[src/rtl/cla_nibble_seq_adder.sv]
`default_nettype none
// ============================================================================
// Module   : cla_nibble_seq_adder
// Purpose  : WIDTH-bit adder that time-shares one 4-bit carry-look-ahead slice,
//            processing one nibble per cycle LSB first, with valid/ready in/out.
// Revision : 1.0
// ============================================================================
module cla_nibble_seq_adder #(
    parameter int WIDTH = 16
) (
    input  logic             clk,
    input  logic             rst,
    input  logic             in_valid,
    output logic             in_ready,
    input  logic [WIDTH-1:0] nr1,
    input  logic [WIDTH-1:0] nr2,
    input  logic             carry_in,
    output logic             out_valid,
    input  logic             out_ready,
    output logic [WIDTH-1:0] sum,
    output logic             carry_out,
    output logic             overflow,
    output logic             busy
);

    localparam int NIB  = WIDTH / 4;
    localparam int IDXW = (NIB > 1) ? $clog2(NIB) : 1;
    localparam int MSB  = WIDTH - 1;
    localparam logic [IDXW-1:0] LAST_IDX = IDXW'(NIB - 1);

    localparam logic [1:0] S_IDLE = 2'd0;
    localparam logic [1:0] S_RUN  = 2'd1;
    localparam logic [1:0] S_DONE = 2'd2;

    generate
        if ((WIDTH % 4) != 0 || WIDTH < 8) begin : g_width_check
            $error("cla_nibble_seq_adder: WIDTH must be a multiple of 4 and >= 8");
        end
    endgenerate

    logic [1:0]       r_state;
    logic [1:0]       w_next;
    logic [IDXW-1:0]  r_idx;
    logic [WIDTH-1:0] r_a;
    logic [WIDTH-1:0] r_b;
    logic [WIDTH-1:0] r_sum;
    logic             r_carry;
    logic             r_cout;
    logic             r_ovf;
    logic             r_armed;

    logic [3:0]       w_a_nib;
    logic [3:0]       w_b_nib;
    logic [3:0]       w_g;
    logic [3:0]       w_p;
    logic [3:0]       w_c;
    logic [3:0]       w_slice_sum;
    logic             w_grp_g;
    logic             w_grp_p;
    logic             w_carry_next;
    logic             w_last;

    // State register
    always_ff @(posedge clk or posedge rst) begin
        if (rst) begin
            r_state <= S_IDLE;
        end else begin
            r_state <= w_next;
        end
    end

    // Next-state logic
    always_comb begin
        w_next = r_state;
        case (r_state)
            S_IDLE:  if (in_valid && in_ready) w_next = S_RUN;
            S_RUN:   if (w_last) w_next = S_DONE;
            S_DONE:  if (out_ready) w_next = S_IDLE;
            default: w_next = S_IDLE;
        endcase
    end

    // Output logic; r_armed keeps in_ready low until the first edge after reset
    always_comb begin
        in_ready  = (r_state == S_IDLE) && r_armed;
        out_valid = (r_state == S_DONE);
        busy      = (r_state == S_RUN) || (r_state == S_DONE);
    end

    // 4-bit carry-look-ahead slice
    always_comb begin
        w_a_nib = r_a[4*r_idx +: 4];
        w_b_nib = r_b[4*r_idx +: 4];
        w_g     = w_a_nib & w_b_nib;
        w_p     = w_a_nib ^ w_b_nib;
        w_c[0]  = r_carry;
        w_c[1]  = w_g[0] | (w_p[0] & r_carry);
        w_c[2]  = w_g[1] | (w_p[1] & w_g[0]) | (w_p[1] & w_p[0] & r_carry);
        w_c[3]  = w_g[2] | (w_p[2] & w_g[1]) | (w_p[2] & w_p[1] & w_g[0])
                | (w_p[2] & w_p[1] & w_p[0] & r_carry);
        w_slice_sum = w_p ^ w_c;
        w_grp_g = w_g[3] | (w_p[3] & w_g[2]) | (w_p[3] & w_p[2] & w_g[1])
                | (w_p[3] & w_p[2] & w_p[1] & w_g[0]);
        w_grp_p = &w_p;
        w_carry_next = w_grp_g | (w_grp_p & r_carry);
        w_last  = (r_idx == LAST_IDX);
    end

    // Datapath registers
    always_ff @(posedge clk or posedge rst) begin
        if (rst) begin
            r_a     <= '0;
            r_b     <= '0;
            r_sum   <= '0;
            r_carry <= 1'b0;
            r_idx   <= '0;
            r_cout  <= 1'b0;
            r_ovf   <= 1'b0;
            r_armed <= 1'b0;
        end else begin
            r_armed <= 1'b1;
            case (r_state)
                S_IDLE: begin
                    if (in_valid && in_ready) begin
                        r_a     <= nr1;
                        r_b     <= nr2;
                        r_carry <= carry_in;
                        r_idx   <= '0;
                    end
                end
                S_RUN: begin
                    r_sum[4*r_idx +: 4] <= w_slice_sum;
                    r_carry <= w_carry_next;
                    r_idx   <= r_idx + IDXW'(1);
                    if (w_last) begin
                        // Final slice sum bit 3 is the result MSB
                        r_cout <= w_carry_next;
                        r_ovf  <= (r_a[MSB] == r_b[MSB]) && (w_slice_sum[3] != r_a[MSB]);
                    end
                end
                default: ;
            endcase
        end
    end

    assign sum       = r_sum;
    assign carry_out = r_cout;
    assign overflow  = r_ovf;

endmodule
`default_nettype wire

[config.mk]
export PLATFORM = sky130hd
export DESIGN_NAME = cla_nibble_seq_adder
export DESIGN_NICKNAME = d
export VERILOG_FILES = /design/src/rtl/cla_nibble_seq_adder.sv
export SDC_FILE = /design/constraint.sdc
export NUM_CORES = 1
export LEC_CHECK = 0
export ABC_CLOCK_PERIOD_IN_PS = 2800
export BUFFER_PORTS_ARGS = -buffer_cell sky130_fd_sc_hd__buf_2
export CAP_MARGIN = 15
export CORE_MARGIN = 5
export CORE_UTILIZATION = 42
export DETAILED_ROUTE_END_ITERATION = 8
export PLACE_DENSITY = 0.67
export SKIP_CTS_REPAIR_TIMING = 1
export SLEW_MARGIN = 10
export SYNTH_ARGS = -nofsm -noshare
export SYNTH_HDL_FRONTEND = slang
export SYNTH_SLANG_ARGS = --single-unit
[constraint.sdc]
create_clock -name clk -period 2.8 [get_ports clk]
set_clock_uncertainty 0.1 [all_clocks]
set_input_delay 0.56 -clock clk [delete_from_list [all_inputs] [get_ports clk]]
set_output_delay 0.56 -clock clk [all_outputs]
set_load 0.01 [all_outputs]
==> metrics.csv, run 1 <==
stage,metric,value,unit
clock_network,root buffer cell,clkbuf_8,
yosys,Mapped Cells,204,
drt,Detailed Routing Iterations Pass 1,4,
global_routing,met2 usage,0.2183,
yosys,Netlist cell types,32,
sta,Worst slew margin,0.5673,
floorplanning,Die H,89.87,um
global_routing,met1 Usage GRT,0.1825,
placement,Setup WS pre-CTS,146.8,ps
yosys,Syn Area/Cell,13.13,um^2
layout,Multi-input gate area,1220,um^2
sta,Worst Hold Slack,221.9,ps
layout,Layout Nets,321,
worst_setup_path,Worst Path Max Fanout,8,
drt,vias,1785,
sta,setup TNS,0,ps
worst_setup_path,"Req. time, crit path",2900,ps
sta,Max Slew Vio Count,0,
layout,fill count,579,
layout,"commonest non-fill, non-tap cell in the layout",buf_2,
yosys,synthesized area,2679,um^2
worst_setup_path,crit start category,flop,
drt,Initial DRC Count,55,
yosys,"EDFF count, synth",0,
clock_network,clk_lat worst skew,310,ps
drt,WL final,5263,um
worst_setup_path,Worst EP arrival,2770,ps
sta,final setup fails,0,
yosys,yosys warns,0,
pwr,peak supply drop,0.5693,mV
clock_network,CTS sink count,56,
global_routing,largest net degree at the start of global routing,33,
layout,most frequent cells in the layout,"57 x buf_2, 56 x dfrtp_1, 34 x mux2_2",
drt,DRC Markers,0,
sta,period utilization,0.9533,
global_routing,GR Overflow Total,0,
drt,antenna-violating nets left,0,
clock_network,"Reg clk slew, reported paths",100,ps
yosys,"FFs w/ async S/R, synth",1.000,
pwr,PD cells,1260,nW/um^2
worst_setup_path,Crit Path Category,flop to flop,
worst_setup_path,Worst Setup End Kind,flop,
floorplanning,Initial Util,0.4267,
layout,FF+latch area,1401,um^2
sta,unrepaired setup endpoints after global routing,no,
yosys,ys flop type,dfrtp_1,
clock_network,CTS Buf Count,5,
clock_network,Max clock buf depth,2,
job,Max-Cap Viols,0,
floorplanning,# rows,29,
sta,"Worst Setup Slack, final",130.7,ps
sta,Highest Clock Rate,374.6,MHz
sta,Hold Fails Final Rpt,0,
clock_network,number of H-tree levels,2,
placement,GPL Wtd Cong,0.7668,
global_routing,initial antenna violation count,0,
global_routing,vias in the first global route,1874,
yosys,Yosys reg bits,56,
global_routing,first-pass GRT wire length,9149,um
global_routing,Total Routing Usage GR,0.1380,
yosys,syn_nets,256,
floorplanning,Die W,89.87,um
placement,Buffers on Ports,57,
floorplanning,die area,8076,um^2
sta,Worst Tran Pin Value,648.1,ps
floorplanning,core footprint,6277,um^2
layout,ant diodes,0,
placement,dpl hpwl,4148,um
floorplanning,# IOs,58,
layout,area grow syn2layout,18.96,%
yosys,sequential area share after synthesis,0.5231,
global_routing,GRT Max-Usage Layer,met2,
global_routing,met3 usage,0.04090,
sta,crit path time final,2669,ps
clock_network,CTS tree,built,
layout,share of layout cells above drive strength 1,0.4370,
min_path,Hold WC Path Type,input pin to asynchronous set/reset pin,
drt,drt wl/cell,15.17,um
status,outcome,"complete, no violations",
pwr,Leak,1.520,nW
drt,vias per std cell,5.144,
-- synth_stat cells (3+ instances only) --
library cell,count,area (um^2)
nor2b_1,3,18.77
dfrtp_1,56,1401
mux4_2,8,180.2
buf_2,4,20.02
mux2_2,34,382.9
a21oi_1,4,20.02
o21ai_0,5,25.02
inv_1,8,30.03
o31ai_1,6,45.04
nor2_1,6,22.52
nand2_1,23,86.33
a22o_1,8,70.07
ha_1,14,175.2
-- state kept, by name, summed over array words and instances, names as in the netlist --
name / flops
r_idx: 2
r_armed: 1
r_b: 16
carry_out: 1
overflow: 1
r_carry: 1
r_a: 16
r_state: 2
sum: 16
-- worst max-delay path: stages (launching register included) --
cell     delay [ps]
dfrtp_1         600
mux4_2          600
ha_1            330
a21o_1          180
and4_4          200
o31a_1          290
a221o_1         260
-- per-layer routing --
layer | vias up | wire length [um]
li1 | 871 | -
met1 | 861 | 2382
met2 | 46 | 2491
met3 | 7 | 309
met4 | 0 | 80
met5 | - | 0
-- kinds of logic after synthesis --
group           after synthesis  synth area share
simple gates                 40           0.07193
xor+xnor                      2          0.006540
fa+ha+maj                    15           0.07286
mux                          42            0.2102
flops                        56            0.5231
other cells                   1          0.001400
compound gates               34           0.09248
buf+inv                      14           0.02149
-- worst paths after layout --
kind | start | to | slack [ps] | cells after the start
worst max register to register | r_idx[0]$_DFFE_PP0P_ | overflow$_DFFE_PP0P_ | 130 | 6
worst max-delay path | r_idx[0]$_DFFE_PP0P_ | overflow$_DFFE_PP0P_ | 130 | 6
min in group clk | nr1[15] | r_a[15]$_DFFE_PP0P_ | 370 | 2
max in group asynchronous | rst | sum[9]$_DFFE_PP0P_ | 1740 | 3
worst min-delay path | rst | r_b[4]$_DFFE_PP0P_ | 220 | 2
worst min register to register | sum[12]$_DFFE_PP0P_ | sum[12]$_DFFE_PP0P_ | 380 | 2
-- final cells by class --
class / count / share of cell area
sequential: 56 / 0.4397
clock inverter: 2 / 0.005104
multi-input combinational: 134 / 0.3828
timing repair buffer: 64 / 0.1099
tap: 77 / 0.03023
clock buffer: 6 / 0.02277
inverter: 8 / 0.009423
-- metrics by stage --
| stage | instances | instance area [um^2] | util | total power [mW] |
|---|---|---|---|---|
| 2_1_floorplan | 204 | 2679 | - | 2.939 |
| 3_3_place_gp | 339 | 3098 | 0.4935 | 3.574 |
| 3_5_place_dp | 339 | 3098 | 0.4935 | 3.629 |
| 4_1_cts | 347 | 3187 | 0.5077 | 4.075 |
| 5_1_grt | 347 | 3187 | 0.5077 | 4.368 |
| 6_report | 347 | 3187 | 0.5077 | 4.015 |
-- report_power, final --
part,internal [mW],leakage (nW),switching [mW]
sequential,1.16,0.698,0.242
clock,0.179,0.0414,0.263
combinational,1.05,0.780,1.12
total,2.39,1.52,1.63
Power figures use the tool's default switching activity.
==> inputs of run 2 (changes only) <==
--- a/config.mk
+++ b/config.mk
@@ -11,7 +11,7 @@
 export CORE_MARGIN = 5
 export CORE_UTILIZATION = 42
 export DETAILED_ROUTE_END_ITERATION = 8
-export PLACE_DENSITY = 0.67
+export PLACE_DENSITY_LB_ADDON = 0.25
 export SKIP_CTS_REPAIR_TIMING = 1
 export SLEW_MARGIN = 10
 export SYNTH_ARGS = -nofsm -noshare
==> constraint.sdc (replaced) <==
create_clock -name clk -period 2.8 [get_ports clk]
set_clock_uncertainty 0.1 [all_clocks]
set_input_delay 0 -clock clk [delete_from_list [all_inputs] [get_ports clk]]
set_output_delay 0 -clock clk [all_outputs]
set_load 0.01 [all_outputs]
==> run 2 against run 1 <==
Against the previous run: worst hold slack got worse by 190 ps; clock power rose by 61%; total power rose by 7.6%; flip-flop and latch count did not move; non-clock buffer count rose by 32; critical path depth rose by 1; count of clock-buffer cells in the layout fell by 1; final area rose by 12%; first-iteration DRC count rose by 36%; largest cell class unchanged.
==> metrics.csv, run 2 (synthesis results as in run 1) <==
stage,metric,value,unit,change
status,outcome,"complete, no violations",,
layout,area grow syn2layout,33.72,%,
worst_setup_path,Worst Path Max Fanout,15,,+7
drt,Initial DRC Count,75,,+36%
sta,Highest Clock Rate,390.3,MHz,+4.2%
pwr,PD cells,1206,nW/um^2,-4.3%
placement,dpl hpwl,3998,um,-3.6%
floorplanning,die area,8076,um^2,unchanged
sta,final setup fails,0,,unchanged
min_path,Hold WC Path Type,input pin to flop,,
pwr,Sequential Power Share,0.320,,-0.029
clock_network,CTS tree,built,,
global_routing,first-pass GRT wire length,9128,um,-0.23%
layout,"commonest non-fill, non-tap cell in the layout",buf_2,,
floorplanning,Initial Util,0.4267,,unchanged
global_routing,vias in the first global route,1917,,+2.3%
sta,setup TNS,0,ps,unchanged
drt,DRC Markers,0,,unchanged
pwr,peak supply drop,0.5732,mV,+0.70%
clock_network,"Reg clk slew, reported paths",100,ps,about the same
sta,Hold Fails Final Rpt,0,,unchanged
drt,vias per std cell,5.100,,-0.85%
worst_setup_path,Crit Path Category,flop to flop,,
clock_network,CTS sink count,56,,unchanged
layout,share of layout cells above drive strength 1,0.3874,,-0.04962
sta,Worst Hold Slack,27.59,ps,-194.3 ps
floorplanning,core footprint,6277,um^2,unchanged
global_routing,initial antenna violation count,0,,unchanged
layout,most frequent cells in the layout,"57 x buf_2, 56 x dfrtp_1, 34 x mux2_2, 34 x dlygate4sd3_1, 23 x nand2_1",,
layout,Layout Nets,353,,+10%
pwr,switch share,0.3791,,-0.02617
sta,Worst slew margin,0.6162,,+0.04888
placement,Buffers on Ports,57,,unchanged
layout,ant diodes,0,,unchanged
sta,Worst Tran Pin Value,574.9,ps,-73.22 ps
drt,drt wl/cell,14.91,um,-1.7%
global_routing,largest net degree at the start of global routing,33,,unchanged
floorplanning,Die H,89.87,um,unchanged
sta,crit path time final,2562,ps,-107.4 ps
worst_setup_path,"Req. time, crit path",2900,ps,about the same
pwr,clock group share of total power,0.164,,+0.054
worst_setup_path,Worst Setup End Kind,flop,,
pwr,Overall Power,4.320,mW,+7.6%
drt,WL final,5649,um,+7.3%
clock_network,number of H-tree levels,2,,unchanged
drt,Detailed Routing Iterations Pass 1,4,,unchanged
worst_setup_path,Worst EP arrival,2660,ps,-110 ps
clock_network,CTS Buf Count,5,,unchanged
pwr,Pint,2.682,mW,+12%
worst_setup_path,crit start category,flop,,
drt,antenna-violating nets left,0,,unchanged
pwr,Comb power frac,0.516,,-0.025
layout,fill count,536,,-7.4%
floorplanning,# IOs,58,,unchanged
clock_network,Max clock buf depth,2,,unchanged
global_routing,Total Routing Usage GR,0.1354,,-0.002613
job,Max-Cap Viols,0,,unchanged
drt,vias,1933,,+8.3%
placement,GPL Wtd Cong,0.7738,,+0.91%
sta,unrepaired setup endpoints after global routing,no,,
pwr,Leak,1.689,nW,+11%
sta,Max Slew Vio Count,0,,unchanged
global_routing,GR Overflow Total,0,,unchanged
clock_network,root buffer cell,clkbuf_8,,
sta,period utilization,0.9150,,-0.03836
floorplanning,Die W,89.87,um,unchanged
clock_network,clk_lat worst skew,310,ps,about the same
pwr,switching power,1.638,mW,+0.64%
floorplanning,# rows,29,,unchanged
## run 2: cell count changes in the layout (fill, tap and decap cells not counted)
cell           previous run  this run
clkinvlp_4                1         0
dlygate4sd3_1             0        34
clkbuf_1                  1         0
bufinv_16                 0         3
buf_4                     6         4
clkinv_4                  1         0
## run 2: stage by stage
stage                     instances    util  worst slack, ps  instance area [um^2]
final                           379  0.5707            238.1                  3582
after global routing            379  0.5707            136.9                  3582
after CTS                       345  0.5164            228.9                  3242
after detailed placement        337  0.4911            234.1                  3083
after global placement          337  0.4911            293.8                  3083
after floorplan                 204       -            128.3                  2679
## run 2: metal layers
layer | GRT usage | part of all wire
met1 | 0.1772 | 0.44
met2 | 0.2213 | 0.51
met3 | 0.04007 | 0.043
met4 | 0.03350 | 0.0060
met5 | 0 | 0
## run 2: final cells by class
class                   count  area, um^2  area share
flip-flops and latches     56        1401      0.3912
multi-input cells         134        1220      0.3406
repair buffers             96       675.6      0.1886
well taps                  77       96.34     0.02689
clock inverters             3       90.09     0.02515
clock buffers               5       68.82     0.01921
inverters                   8       30.03    0.008383
## run 2: power groups by stage
| stage | Sequential, mW | Clock [mW] | Combinational (mW) |
|---|---|---|---|
| floorplan | 1.36 | 0 | 1.58 |
| global placement | 1.40 | 0 | 2.17 |
| detailed placement | 1.41 | 0 | 2.22 |
| CTS | 1.39 | 0.723 | 2.23 |
| global route | 1.43 | 0.750 | 2.48 |
| finish | 1.38 | 0.709 | 2.23 |
## run 2: path summary, 6_finish.rpt
check / to / depth (start not counted) / start / slack (ps)
max: overflow$_DFFE_PP0P_ / 7 / r_idx[0]$_DFFE_PP0P_ / 240
min: r_carry$_DFFE_PP0P_ / 4 / in_valid / 30
max reg2reg: overflow$_DFFE_PP0P_ / 7 / r_idx[0]$_DFFE_PP0P_ / 240
min reg2reg: sum[8]$_DFFE_PP0P_ / 2 / sum[8]$_DFFE_PP0P_ / 380
max in group asynchronous: r_idx[0]$_DFFE_PP0P_ / 4 / rst / 1640
min in group asynchronous: r_b[2]$_DFFE_PP0P_ / 3 / rst / 190
## run 2: critical path, stage by stage (launching register included)
cell	delay [ps]
dfrtp_1	390
buf_12	160
mux4_2	550
ha_1	330
a21o_1	180
and4_4	200
o31a_1	290
a221o_1	250
